File: config.mk
export PLATFORM = sky130hd
export DESIGN_NAME = rx_measure_flat
export DESIGN_NICKNAME = d
export VERILOG_FILES = /design/src/rtl/rx_measure_pkg.sv /design/src/rtl/rx_measure_if.sv /design/src/rtl/rx_measure_term_detect.sv /design/src/rtl/rx_measure.sv /design/src/flat_wrapper.sv
export SDC_FILE = /design/constraint.sdc
export NUM_CORES = 1
export LEC_CHECK = 0
export CAP_MARGIN = 20
export CORE_ASPECT_RATIO = 0.75
export CORE_MARGIN = 2
export CORE_UTILIZATION = 54
export DETAILED_ROUTE_END_ITERATION = 10
export PLACE_DENSITY_LB_ADDON = 0.3
export SYNTH_ARGS = -nofsm -noshare
export SYNTH_HDL_FRONTEND = slang
export SYNTH_SLANG_ARGS = --single-unit
File: constraint.sdc
create_clock -name sys_clk -period 4.2 [get_ports sys_clk]
set_input_delay 0.84 -clock sys_clk [delete_from_list [all_inputs] [get_ports sys_clk]]
set_output_delay 0.84 -clock sys_clk [all_outputs]
set_load 0.05 [all_outputs]
File: src/rtl/rx_measure_pkg.sv
// Shared constants for the receive measurement stage: XGMII control codes,
// measurement frame layout and the two-state frame FSM encoding.
package rx_measure_pkg;

  localparam logic [7:0] XGMII_START = 8'hFB;
  localparam logic [7:0] XGMII_TERM  = 8'hFD;
  localparam logic [7:0] XGMII_ERROR = 8'hFE;
  localparam logic [7:0] XGMII_IDLE  = 8'h07;

  localparam logic [39:0] MAGIC_CODE_DEF    = 40'h01_23_45_67_89;
  localparam int unsigned TICKS_PER_SEC_DEF = 156250000;

  // Data word numbering: word 1 is the first word after the start/preamble word.
  localparam logic [3:0] WORD_SRC_IP = 4'd4;
  localparam logic [3:0] WORD_MAGIC  = 4'd6;
  localparam logic [3:0] WORD_TS_LO  = 4'd7;

  typedef enum logic {
    ST_IDLE  = 1'b0,
    ST_FRAME = 1'b1
  } state_t;

endpackage

File: src/rtl/rx_measure_if.sv
// XGMII receive bus (64-bit data, 8 lane control flags); no flow control.
interface rx_measure_if;
  logic [63:0] xgmii_rxd;
  logic [7:0]  xgmii_rxc;

  modport master (output xgmii_rxd, output xgmii_rxc);
  modport slave  (input  xgmii_rxd, input  xgmii_rxc);
endinterface

File: src/rtl/rx_measure_term_detect.sv
// Combinational XGMII word classifier: lowest terminate lane, any error lane,
// and lane-0 aligned start.
module xgmii_term_detect
  import rx_measure_pkg::*;
(
  input  logic [63:0] rxd,
  input  logic [7:0]  rxc,
  output logic        term_valid,
  output logic [2:0]  term_lane,
  output logic        err_valid,
  output logic        start_valid
);

  always_comb begin
    term_valid = 1'b0;
    term_lane  = 3'd0;
    err_valid  = 1'b0;
    // Scan high to low so the lowest terminate lane wins.
    for (int k = 7; k >= 0; k--) begin
      if (rxc[k] && rxd[8*k +: 8] == XGMII_TERM) begin
        term_valid = 1'b1;
        term_lane  = 3'(k);
      end
      if (rxc[k] && rxd[8*k +: 8] == XGMII_ERROR) begin
        err_valid = 1'b1;
      end
    end
  end

  assign start_valid = (rxc == 8'h01) && (rxd[7:0] == XGMII_START);

endmodule

File: src/rtl/rx_measure.sv
// Per-port receive measurement: frame/byte rates per window, one-way latency
// and source IP of measurement frames. Outputs registered; accepts a word every cycle.
module rx_measure
  import rx_measure_pkg::*;
#(
  parameter logic [39:0] MAGIC_CODE    = MAGIC_CODE_DEF,
  parameter int unsigned TICKS_PER_SEC = TICKS_PER_SEC_DEF
) (
  input  logic         sys_clk,
  input  logic         sys_rst_n,
  rx_measure_if.slave  rx,
  input  logic [31:0]  global_counter,
  output logic [31:0]  rx_pps,
  output logic [31:0]  rx_throughput,
  output logic [23:0]  rx_latency,
  output logic [31:0]  rx_ipv4_ip,
  output logic [15:0]  rx_err_count
);

  localparam logic [31:0] WIN_RELOAD = 32'(TICKS_PER_SEC - 1);

  logic       term_valid, err_valid, start_valid;
  logic [2:0] term_lane;

  xgmii_term_detect u_term_detect (
    .rxd         (rx.xgmii_rxd),
    .rxc         (rx.xgmii_rxc),
    .term_valid  (term_valid),
    .term_lane   (term_lane),
    .err_valid   (err_valid),
    .start_valid (start_valid)
  );

  state_t      state;
  logic [3:0]  w;
  logic [15:0] bytes;
  logic [31:0] src_ip;
  logic        magic_hit;
  logic        meas_ok;
  logic [23:0] pend_lat;
  logic [31:0] win_cnt;
  logic [31:0] win_frames;
  logic [31:0] win_bytes;

  logic        in_frame, abort, commit, tick;
  logic [3:0]  cur_word;
  logic [15:0] frame_bytes;
  logic [31:0] frames_nxt, bytes_nxt;
  logic [23:0] ts_lo;
  logic [39:0] magic_field;
  logic [31:0] ip_field;
  logic        unused_gc_hi;

  assign in_frame    = (state == ST_FRAME);
  assign abort       = in_frame && (err_valid || start_valid);
  assign commit      = in_frame && !abort && term_valid;
  assign tick        = (win_cnt == 32'd0);
  assign cur_word    = (w == 4'd15) ? 4'd15 : w + 4'd1;
  assign frame_bytes = bytes + {13'd0, term_lane};
  assign frames_nxt  = win_frames + {31'd0, commit};
  assign bytes_nxt   = win_bytes + (commit ? {16'd0, frame_bytes} : 32'd0);

  assign ip_field    = {rx.xgmii_rxd[23:16], rx.xgmii_rxd[31:24],
                        rx.xgmii_rxd[39:32], rx.xgmii_rxd[47:40]};
  assign magic_field = {rx.xgmii_rxd[23:16], rx.xgmii_rxd[31:24], rx.xgmii_rxd[39:32],
                        rx.xgmii_rxd[47:40], rx.xgmii_rxd[55:48]};
  assign ts_lo       = {rx.xgmii_rxd[7:0], rx.xgmii_rxd[15:8], rx.xgmii_rxd[23:16]};
  // Latency is a 24-bit quantity, so only the low counter/timestamp bits matter.
  assign unused_gc_hi = ^global_counter[31:24];

  always_ff @(posedge sys_clk or negedge sys_rst_n) begin
    if (!sys_rst_n) begin
      state         <= ST_IDLE;
      w             <= 4'd0;
      bytes         <= 16'd0;
      src_ip        <= 32'd0;
      magic_hit     <= 1'b0;
      meas_ok       <= 1'b0;
      pend_lat      <= 24'd0;
      win_cnt       <= WIN_RELOAD;
      win_frames    <= 32'd0;
      win_bytes     <= 32'd0;
      rx_pps        <= 32'd0;
      rx_throughput <= 32'd0;
      rx_latency    <= 24'd0;
      rx_ipv4_ip    <= 32'd0;
      rx_err_count  <= 16'd0;
    end else begin
      // Window accounting includes a commit landing on the tick cycle itself.
      if (tick) begin
        win_cnt       <= WIN_RELOAD;
        rx_pps        <= frames_nxt;
        rx_throughput <= bytes_nxt;
        win_frames    <= 32'd0;
        win_bytes     <= 32'd0;
      end else begin
        win_cnt    <= win_cnt - 32'd1;
        win_frames <= frames_nxt;
        win_bytes  <= bytes_nxt;
      end

      case (state)
        ST_IDLE: begin
          if (start_valid) begin
            state     <= ST_FRAME;
            w         <= 4'd0;
            bytes     <= 16'd0;
            src_ip    <= 32'd0;
            magic_hit <= 1'b0;
            meas_ok   <= 1'b0;
            pend_lat  <= 24'd0;
          end
        end
        ST_FRAME: begin
          w <= cur_word;
          if (abort) begin
            if (rx_err_count != 16'hFFFF) begin
              rx_err_count <= rx_err_count + 16'd1;
            end
            // A start inside a frame aborts it and opens the next one at once.
            if (start_valid) begin
              state     <= ST_FRAME;
              w         <= 4'd0;
              bytes     <= 16'd0;
              src_ip    <= 32'd0;
              magic_hit <= 1'b0;
              meas_ok   <= 1'b0;
              pend_lat  <= 24'd0;
            end else begin
              state <= ST_IDLE;
            end
          end else if (term_valid) begin
            state <= ST_IDLE;
            if (meas_ok) begin
              rx_latency <= pend_lat;
              rx_ipv4_ip <= src_ip;
            end
          end else begin
            bytes <= bytes + 16'd8;
            if (cur_word == WORD_SRC_IP) begin
              src_ip <= ip_field;
            end
            if (cur_word == WORD_MAGIC) begin
              magic_hit <= (magic_field == MAGIC_CODE);
            end
            if (cur_word == WORD_TS_LO) begin
              pend_lat <= global_counter[23:0] - ts_lo;
              meas_ok  <= magic_hit;
            end
          end
        end
        default: state <= ST_IDLE;
      endcase
    end
  end

endmodule
File: src/flat_wrapper.sv
// flat-port wrapper written by rule: the top's interface ports become plain ports
module rx_measure_flat import rx_measure_pkg::*;
#(
  parameter logic [39:0] MAGIC_CODE    = MAGIC_CODE_DEF,
  parameter int unsigned TICKS_PER_SEC = TICKS_PER_SEC_DEF
)
  (sys_clk, sys_rst_n, global_counter, rx_pps, rx_throughput, rx_latency, rx_ipv4_ip, rx_err_count, rx_xgmii_rxd, rx_xgmii_rxc);
  rx_measure_if rx_i ();
  input  logic sys_clk;
  input  logic sys_rst_n;
  input  logic [31:0] global_counter;
  output logic [31:0] rx_pps;
  output logic [31:0] rx_throughput;
  output logic [23:0] rx_latency;
  output logic [31:0] rx_ipv4_ip;
  output logic [15:0] rx_err_count;
  input wire logic [$bits(rx_i.xgmii_rxd)-1:0] rx_xgmii_rxd;
  input wire logic [$bits(rx_i.xgmii_rxc)-1:0] rx_xgmii_rxc;
  assign rx_i.xgmii_rxd = rx_xgmii_rxd;
  assign rx_i.xgmii_rxc = rx_xgmii_rxc;
  rx_measure #(.MAGIC_CODE(MAGIC_CODE), .TICKS_PER_SEC(TICKS_PER_SEC)) u_core (.sys_clk(sys_clk), .sys_rst_n(sys_rst_n), .rx(rx_i), .global_counter(global_counter), .rx_pps(rx_pps), .rx_throughput(rx_throughput), .rx_latency(rx_latency), .rx_ipv4_ip(rx_ipv4_ip), .rx_err_count(rx_err_count));
endmodule
==> results_dict.tcl, run 1 <==
set metrics [dict create \
    fp-row-count 53 \
    io_pins 242 \
    rsz0062_at_grt "yes" \
    viasPerCell 5.48 \
    cts_inserted_buffers 30 \
    drtAntennaViolNets 0 \
    grt_pass1_wl_mm 64.5 \
    die_h_um 149 \
    pwr-share-comb 0.187 \
    first_global_vias 12800 \
    drc 0 \
    internal_power_mw 6.18 \
    clock-sinks 311 \
    post_drt_wl_per_cell_um 17.5 \
    wl_mm 40.3 \
    clk_transition_reported_paths_ns 0.07 \
    crit_required_ns 4.62 \
    status "finished, violations left" \
    ctsHoldBuffers 0 \
    cts_tree "done" \
    gp_congestion 0.881 \
    initial_core_util 0.546 \
    drtIter0Drc 751 \
    nets 2050 \
    grt_max_degree 108 \
    synth_edf_count 0 \
    worstPathArrival_ns 5.07 \
    p_sw_frac 0.276 \
    ys_seq_area_frac 0.512 \
    leakagePower_nw 9.58 \
    insertion_delay_ns 0.56 \
    p_switching_mw 2.36 \
    max_freq_mhz 215 \
    syn_area_um2 15200 \
    fin_util 0.754 \
    synth_cell_types 71 \
    dpl.hpwl_mm 27.9 \
    max_cap_violations 0 \
    ys_async_sr_fraction 1.00 \
    p_seq_frac 0.440 \
    start_kind "input port" \
    crit_chain "buf_2 > inv_2 > nor4_4 > inv_1 > a21oi_2 > o21bai_4 > a21oi_4 > a31oi_4 > ha_4 > fa_2 > a21oi_4 > nor2b_2 > xnor2_1 > nor2_1 > ha_2 > o21ai_2 > nand2_2 > a41oi_2 > o41a_1 > a211o_4 > a211oi_4 > xnor2_1 > o21ai_1" \
    drtPass1Iterations 5 \
    slowest_stage "o41a_1" \
    path_buf_inv 3 \
    period_minus_slack_ns 4.65 \
    synth_fp_nets 1659 \
    io_buffers 233 \
    syn-instance-count 1502 \
    p_per_area_nw_per_um2 405 \
    area_delta_synth_final_pct 38.1 \
    track_usage 0.269 \
    ys_seq_elements 311 \
    cts_buffer_depth 3 \
    ys.flop_type "dfrtp_1" \
    diodes 0 \
    fin_crit_sh 1.11 \
    fp.dieW_um 198 \
    htreeDepth 1 \
    slew_violations 0 \
    nFillCells 1886 \
    criticalPathCategory "input port to register" \
    core-area_um2 27900 \
    max-vdd-ir-drop_uv 305 \
    drive_gt1_frac 0.214 \
    dr_total_vias 12600 \
    place_area_um2 19100 \
    die_area_um2 29600 \
    antenna_found_initial 0 \
    syn_area_per_cell_um2 10.1 \
    violations "setup timing" \
    path_max_fanout 5 \
    grt_overflow_total 0 \
    finalSetupViolations 40 \
    worst_slack_ns -0.452 \
    cts-root-buf "clkbuf_16" \
    final.setup_skew_ns 0.0239 \
    cp_top_family "compound AO/OA/AOI/OAI gates" \
    hold_viol 0 \
    final_cell_area_um2 21000 \
    power_frac_clock 0.373 \
    yosysWarningCount 0 \
    crit_path_max_incr_delay_ns 0.46 \
    max_slew_margin 0.431 \
    end_kind "register" \
    hold_path_class "input port to asynchronous set/reset pin" \
    tightest_slew_ns 0.853 \
]
==> sequential cells by signal, indices dropped and copies added (netlist names) <==
| signal | flops |
|---|---|
| u_core.pend_lat | 24 |
| u_core.rx_ipv4_ip | 32 |
| u_core.bytes | 16 |
| u_core.w | 4 |
| u_core.magic_hit | 1 |
| u_core.meas_ok | 1 |
| u_core.win_bytes | 32 |
| u_core.rx_latency | 24 |
| u_core.in_frame | 1 |
| u_core.src_ip | 32 |
| u_core.rx_throughput | 32 |
| u_core.win_cnt | 32 |
| u_core.rx_pps | 32 |
| u_core.rx_err_count | 16 |
| u_core.win_frames | 32 |
==> area by class of cell <==
class                      count  area [um2]  area share
tap                          385         482      0.0229
clock inverter                15         312      0.0148
timing repair buffer         414        3730       0.177
sequential                   311        7800       0.371
inverter                      56         210     0.00999
multi-input combinational   1080        7640       0.363
clock buffer                  41         873      0.0415
==> path summary, 6_finish.rpt <==
path / start / end / slack (ns) / cells past startpoint
min in group sys_clk: u_core.win_cnt[0]$_DFF_PN1_ / u_core.win_cnt[0]$_DFF_PN1_ / 0.45 / 1
worst max register to register: u_core.bytes[0]$_DFFE_PN0P_ / u_core.rx_throughput[31]$_DFFE_PN0P_ / 0.52 / 15
worst min-delay path: sys_rst_n / u_core.rx_pps[20]$_DFFE_PN0P_ / 0.34 / 1
max in group asynchronous: sys_rst_n / u_core.win_bytes[10]$_DFF_PN0_ / 2.81 / 2
worst max-delay path: rx_xgmii_rxd[48] / u_core.rx_throughput[31]$_DFFE_PN0P_ / -0.45 / 23
worst min register to register: u_core.win_cnt[0]$_DFF_PN1_ / u_core.win_cnt[0]$_DFF_PN1_ / 0.45 / 1
==> per-stage QoR <==
stage	hold WS, ns	TNS [ns]	worst slack [ns]	std cells	total power [mW]
after floorplan	0.426	-10.54	-0.397	1502	4.64
after global placement	0.434	-64.36	-1.24	2207	5.17
after detailed placement	0.437	-71.26	-1.36	2207	5.26
after CTS	0.387	-8.44	-0.324	2292	8.52
after global routing	0.389	-21.44	-0.632	2302	8.95
final	0.336	-12.68	-0.452	2302	8.53
==> layout by cell type (no fill, tap or decap), types with 9 or more instances in the layout <==
cell type	Yosys	routed
mux2_1	40	40
and3_1	17	16
a21oi_1	30	20
buf_4	2	165
xnor2_1	86	74
or3_1	12	12
dfstp_2	14	14
dlygate4sd2_1	0	44
and2_1	14	12
nand4_1	24	24
nand2_1	160	156
clkbuf_16	0	31
bufinv_16	0	9
mux2_2	23	23
nor3_1	31	27
a21o_1	15	15
mux2i_1	34	34
buf_6	4	18
xor2_1	51	48
o21ai_1	15	21
nand3_1	38	29
clkdlybuf4s50_1	0	164
o21ai_0	91	81
nor4_1	24	16
xnor2_2	0	12
ha_1	48	43
nor2_1	203	192
inv_1	55	50
dfrtp_1	297	297
==> cell families after synthesis <==
logic type / synth area share
adder cells (fa/ha/maj): 0.0433
flip-flops: 0.512
XOR/XNOR: 0.0787
multiplexers: 0.0689
AO/OA/AOI/OAI: 0.0858
AND/OR/NAND/NOR: 0.180
buffers and inverters: 0.0312
==> worst reg2reg max path: stages, from the launching register on <==
cell	delay, ns
dfrtp_1	0.41
ha_4	0.17
fa_2	0.37
a21oi_4	0.23
nor2b_2	0.08
xnor2_1	0.19
nor2_1	0.08
ha_2	0.36
o21ai_2	0.07
nand2_2	0.09
a41oi_2	0.11
o41a_1	0.46
a211o_4	0.43
a211oi_4	0.23
xnor2_1	0.16
o21ai_1	0.07
==> routing by layer <==
| layer | routed length [um] | GRT usage | up-vias | part of all wire |
|---|---|---|---|---|
| met5 | 0 | 0 | - | 0 |
| met4 | 1320 | 0.0846 | 0 | 0.033 |
| met3 | 1770 | 0.0417 | 97 | 0.044 |
| met2 | 19100 | 0.437 | 318 | 0.48 |
| met1 | 18000 | 0.376 | 6232 | 0.45 |
| li1 | - | - | 5963 | - |
==> cell usage after synthesis, types with 15 or more instances <==
library cell / n / area [um2]
xor2_1: 51 / 447
o21ai_1: 15 / 75.1
nor3_1: 31 / 155
nand3_1: 38 / 190
and3_1: 17 / 106
xnor2_1: 86 / 753
nand4_1: 24 / 150
nand2_1: 160 / 601
ha_1: 48 / 601
mux2_2: 23 / 259
a21oi_1: 30 / 150
mux2_1: 40 / 450
o21ai_0: 91 / 455
dfrtp_1: 297 / 7430
clkbuf_1: 36 / 135
inv_1: 55 / 206
nor4_1: 24 / 150
a21o_1: 15 / 113
nor2_1: 203 / 762
mux2i_1: 34 / 340
==> what timing repair did <==
action,CTS,global route
hold endpoints to repair,0,0
pin swaps,68,48
setup buffers,28,11
gates cloned,1,0
gates resized for setup,199,62
setup endpoints to repair,62,66
==> power groups by stage <==
stage               logic (mW)  registers (mW)  clock network (mW)
global placement          1.41            3.76                   0
global route              1.78            3.80                3.37
floorplan                0.946            3.69                   0
finish                    1.60            3.75                3.18
detailed placement        1.47            3.79                   0
CTS                       1.55            3.74                3.24
Power figures use the tool's default switching activity.
==> inputs of run 2 (changes only) <==
--- a/config.mk
+++ b/config.mk
@@ -8,7 +8,8 @@
 export CAP_MARGIN = 20
 export CORE_ASPECT_RATIO = 0.75
 export CORE_MARGIN = 2
-export CORE_UTILIZATION = 54
+export CORE_UTILIZATION = 49
+export CTS_CLUSTER_DIAMETER = 30
 export DETAILED_ROUTE_END_ITERATION = 10
 export PLACE_DENSITY_LB_ADDON = 0.3
 export SYNTH_ARGS = -nofsm -noshare
==> constraint.sdc (replaced) <==
create_clock -name sys_clk -period 4 [get_ports sys_clk]
set_input_delay 0.8 -clock sys_clk [delete_from_list [all_inputs] [get_ports sys_clk]]
set_output_delay 0.8 -clock sys_clk [all_outputs]
set_load 0.05 [all_outputs]
==> run 2 against run 1 <==
The flow still finishes with violations (setup timing); via count rose by 1.1%; clock power increased by 53%; setup slack got worse by 0.18 ns; final area up 4.5%; die area increased by 10%; total power rose by 23%; clock skew grew 0.0012 ns.
==> results_dict.tcl, run 2 (synthesized netlist as in run 1, its figures left out) <==
set metrics [dict create \
    status "finished, violations left" \
    violations "setup timing" \
    rsz0062_at_grt "yes" \
    worstPathArrival_ns 5.06 \
    ctsHoldBuffers 0 \
    viasPerCell 5.37 \
    hold_viol 0 \
    hold_slack_ns 0.274 \
    wirelength_met1_mm 18.2 \
    start_kind "input port" \
    max_slew_margin 0.423 \
    cts_tree "done" \
    initial_core_util 0.501 \
    post-place-ws_ns -1.48 \
    highest_layer "met4" \
    drtIter0Drc 924 \
    antenna_found_initial 1 \
    insertion_delay_ns 0.59 \
    final_common_cell "dfrtp_1" \
    wl_mm 41.1 \
    rr_endpoint "u_core.rx_throughput[31]$_DFFE_PN0P_" \
    clk_transition_reported_paths_ns 0.05 \
    post_drt_wl_per_cell_um 17.3 \
    die_area_um2 32500 \
    nets 2081 \
    drtAntennaViolNets 0 \
    cts_inserted_buffers 56 \
    grt_overflow_total 0 \
    p_per_area_nw_per_um2 477 \
    wl_met2_mm 19.5 \
    leakagePower_nw 10.0 \
    criticalPathCategory "input port to register" \
    track_usage 0.247 \
    cts-root-buf "clkbuf_16" \
    drc 0 \
    p_switching_mw 2.93 \
    end_kind "register" \
    tightest_slew_ns 0.866 \
    dpl.hpwl_mm 27.8 \
    power_mw 10.5 \
    io_buffers 233 \
    period_minus_slack_ns 4.63 \
    drive_gt1_frac 0.242 \
    drtPass1Iterations 5 \
    wl_met3_mm 2.34 \
    fp.dieW_um 208 \
    p_seq_frac 0.375 \
    htreeDepth 2 \
    core-area_um2 30400 \
    finalSetupViolations 43 \
    p_sw_frac 0.279 \
    max_cap_violations 0 \
    layout_common_cells "297 x dfrtp_1, 190 x nor2_1, 164 x buf_4" \
    slowest_stage "o41a_1" \
    die_h_um 157 \
    grt_max_degree 113 \
    first_global_vias 13000 \
    io_pins 242 \
    cts_buffer_depth 3 \
    max-vdd-ir-drop_uv 376 \
    max_freq_mhz 216 \
    fp-row-count 55 \
    pwr-share-comb 0.160 \
    gp_congestion 0.899 \
    dr_total_vias 12700 \
    crit_path_max_incr_delay_ns 0.49 \
    power_frac_clock 0.465 \
    path_max_fanout 5 \
    r2r_slack_ns 0.32 \
    reg2reg_depth 13 \
    r2r_start "u_core.bytes[3]$_DFFE_PN0P_" \
    hold_path_class "input port to asynchronous set/reset pin" \
    fin_crit_sh 1.16 \
    final.setup_skew_ns 0.0251 \
    crit_chain "dlygate4sd2_1 > nand2_2 > nor4_4 > buf_4 > buf_4 > buf_4 > nor4_2 > nor2_1 > ha_1 > a21oi_4 > buf_6 > buf_6 > nor2_4 > xnor2_1 > nor2_1 > ha_1 > nand2_1 > o41a_1 > a211o_4 > a211oi_4 > xnor2_2 > o21ai_1" \
    crit_path_frequent_cell "buf_4" \
    grt_pass1_wl_mm 65.7 \
    slew_violations 0 \
    clock-sinks 311 \
    internal_power_mw 7.57 \
    worst_slack_ns -0.634 \
    area_delta_synth_final_pct 44.3 \
    crit_required_ns 4.43 \
]
[run 2: layout make-up]
type | instances | area, um2
diodes | 3 | 7.51
clock buffers | 70 | 1510
clock inverters | 36 | 483
fillers | 2153 | 8420
inverters | 56 | 210
multi-input cells | 1080 | 7720
flip-flops and latches | 311 | 7800
well taps | 399 | 499
repair buffers | 419 | 3760
[run 2: metrics by stage]
stage	setup TNS (ns)	instances	area [um2]	utilization
2_1_floorplan	-16.48	1502	15300	-
3_3_place_gp	-86.74	2221	19100	0.628
3_5_place_dp	-92.03	2221	19100	0.628
4_1_cts	-16.24	2358	21600	0.709
5_1_grt	-26.61	2372	22000	0.723
6_report	-18.83	2374	22000	0.723
[run 2: worst max-delay path by stage]
stage,slack [ns],endpoint,cells after the start,startpoint
detailed placement,-1.48,u_core.rx_throughput[31]$_DFFE_PN0P_,21,rx_xgmii_rxc[7]
global route,-0.78,u_core.rx_throughput[31]$_DFFE_PN0P_,21,rx_xgmii_rxd[45]
floorplan,-0.56,u_core.rx_throughput[31]$_DFFE_PN0P_,21,rx_xgmii_rxd[54]
finish,-0.63,u_core.rx_throughput[31]$_DFFE_PN0P_,22,rx_xgmii_rxd[45]
global placement,-1.40,u_core.rx_throughput[31]$_DFFE_PN0P_,21,rx_xgmii_rxc[7]
CTS,-0.53,u_core.rx_throughput[31]$_DFFE_PN0P_,23,rx_xgmii_rxc[6]
[run 2: per-layer routing]
metal | vias up | global-route usage
met3 | 81 | 0.0516
met5 | - | 0
met4 | 0 | 0.0797
met2 | 368 | 0.395
met1 | 6247 | 0.338
li1 | 6050 | -
[run 2: power groups by stage]
stage | clock, mW | combinational (mW) | sequential, mW
final | 4.88 | 1.67 | 3.94
after global routing | 5.12 | 1.87 | 4.00
after CTS | 4.96 | 1.59 | 3.93
after detailed placement | 0 | 1.52 | 3.97
after global placement | 0 | 1.47 | 3.95
after floorplan | 0 | 0.994 | 3.87
[run 2: critical path: cells and delay by family]
family / cells / cell delay, ns
AO/OA/AOI/OAI: 5 / 1.46
XOR/XNOR: 2 / 0.32
adder cells (fa/ha/maj): 2 / 0.73
buffers and inverters: 6 / 0.88
AND/OR/NAND/NOR: 7 / 0.85
[run 2: timing repair]
item | 4_1_cts | 5_1_grt
pin swaps | 72 | 75
setup buffers | 30 | 18
setup endpoints to repair | 75 | 74
cloned | 1 | 0
resized for setup | 183 | 112
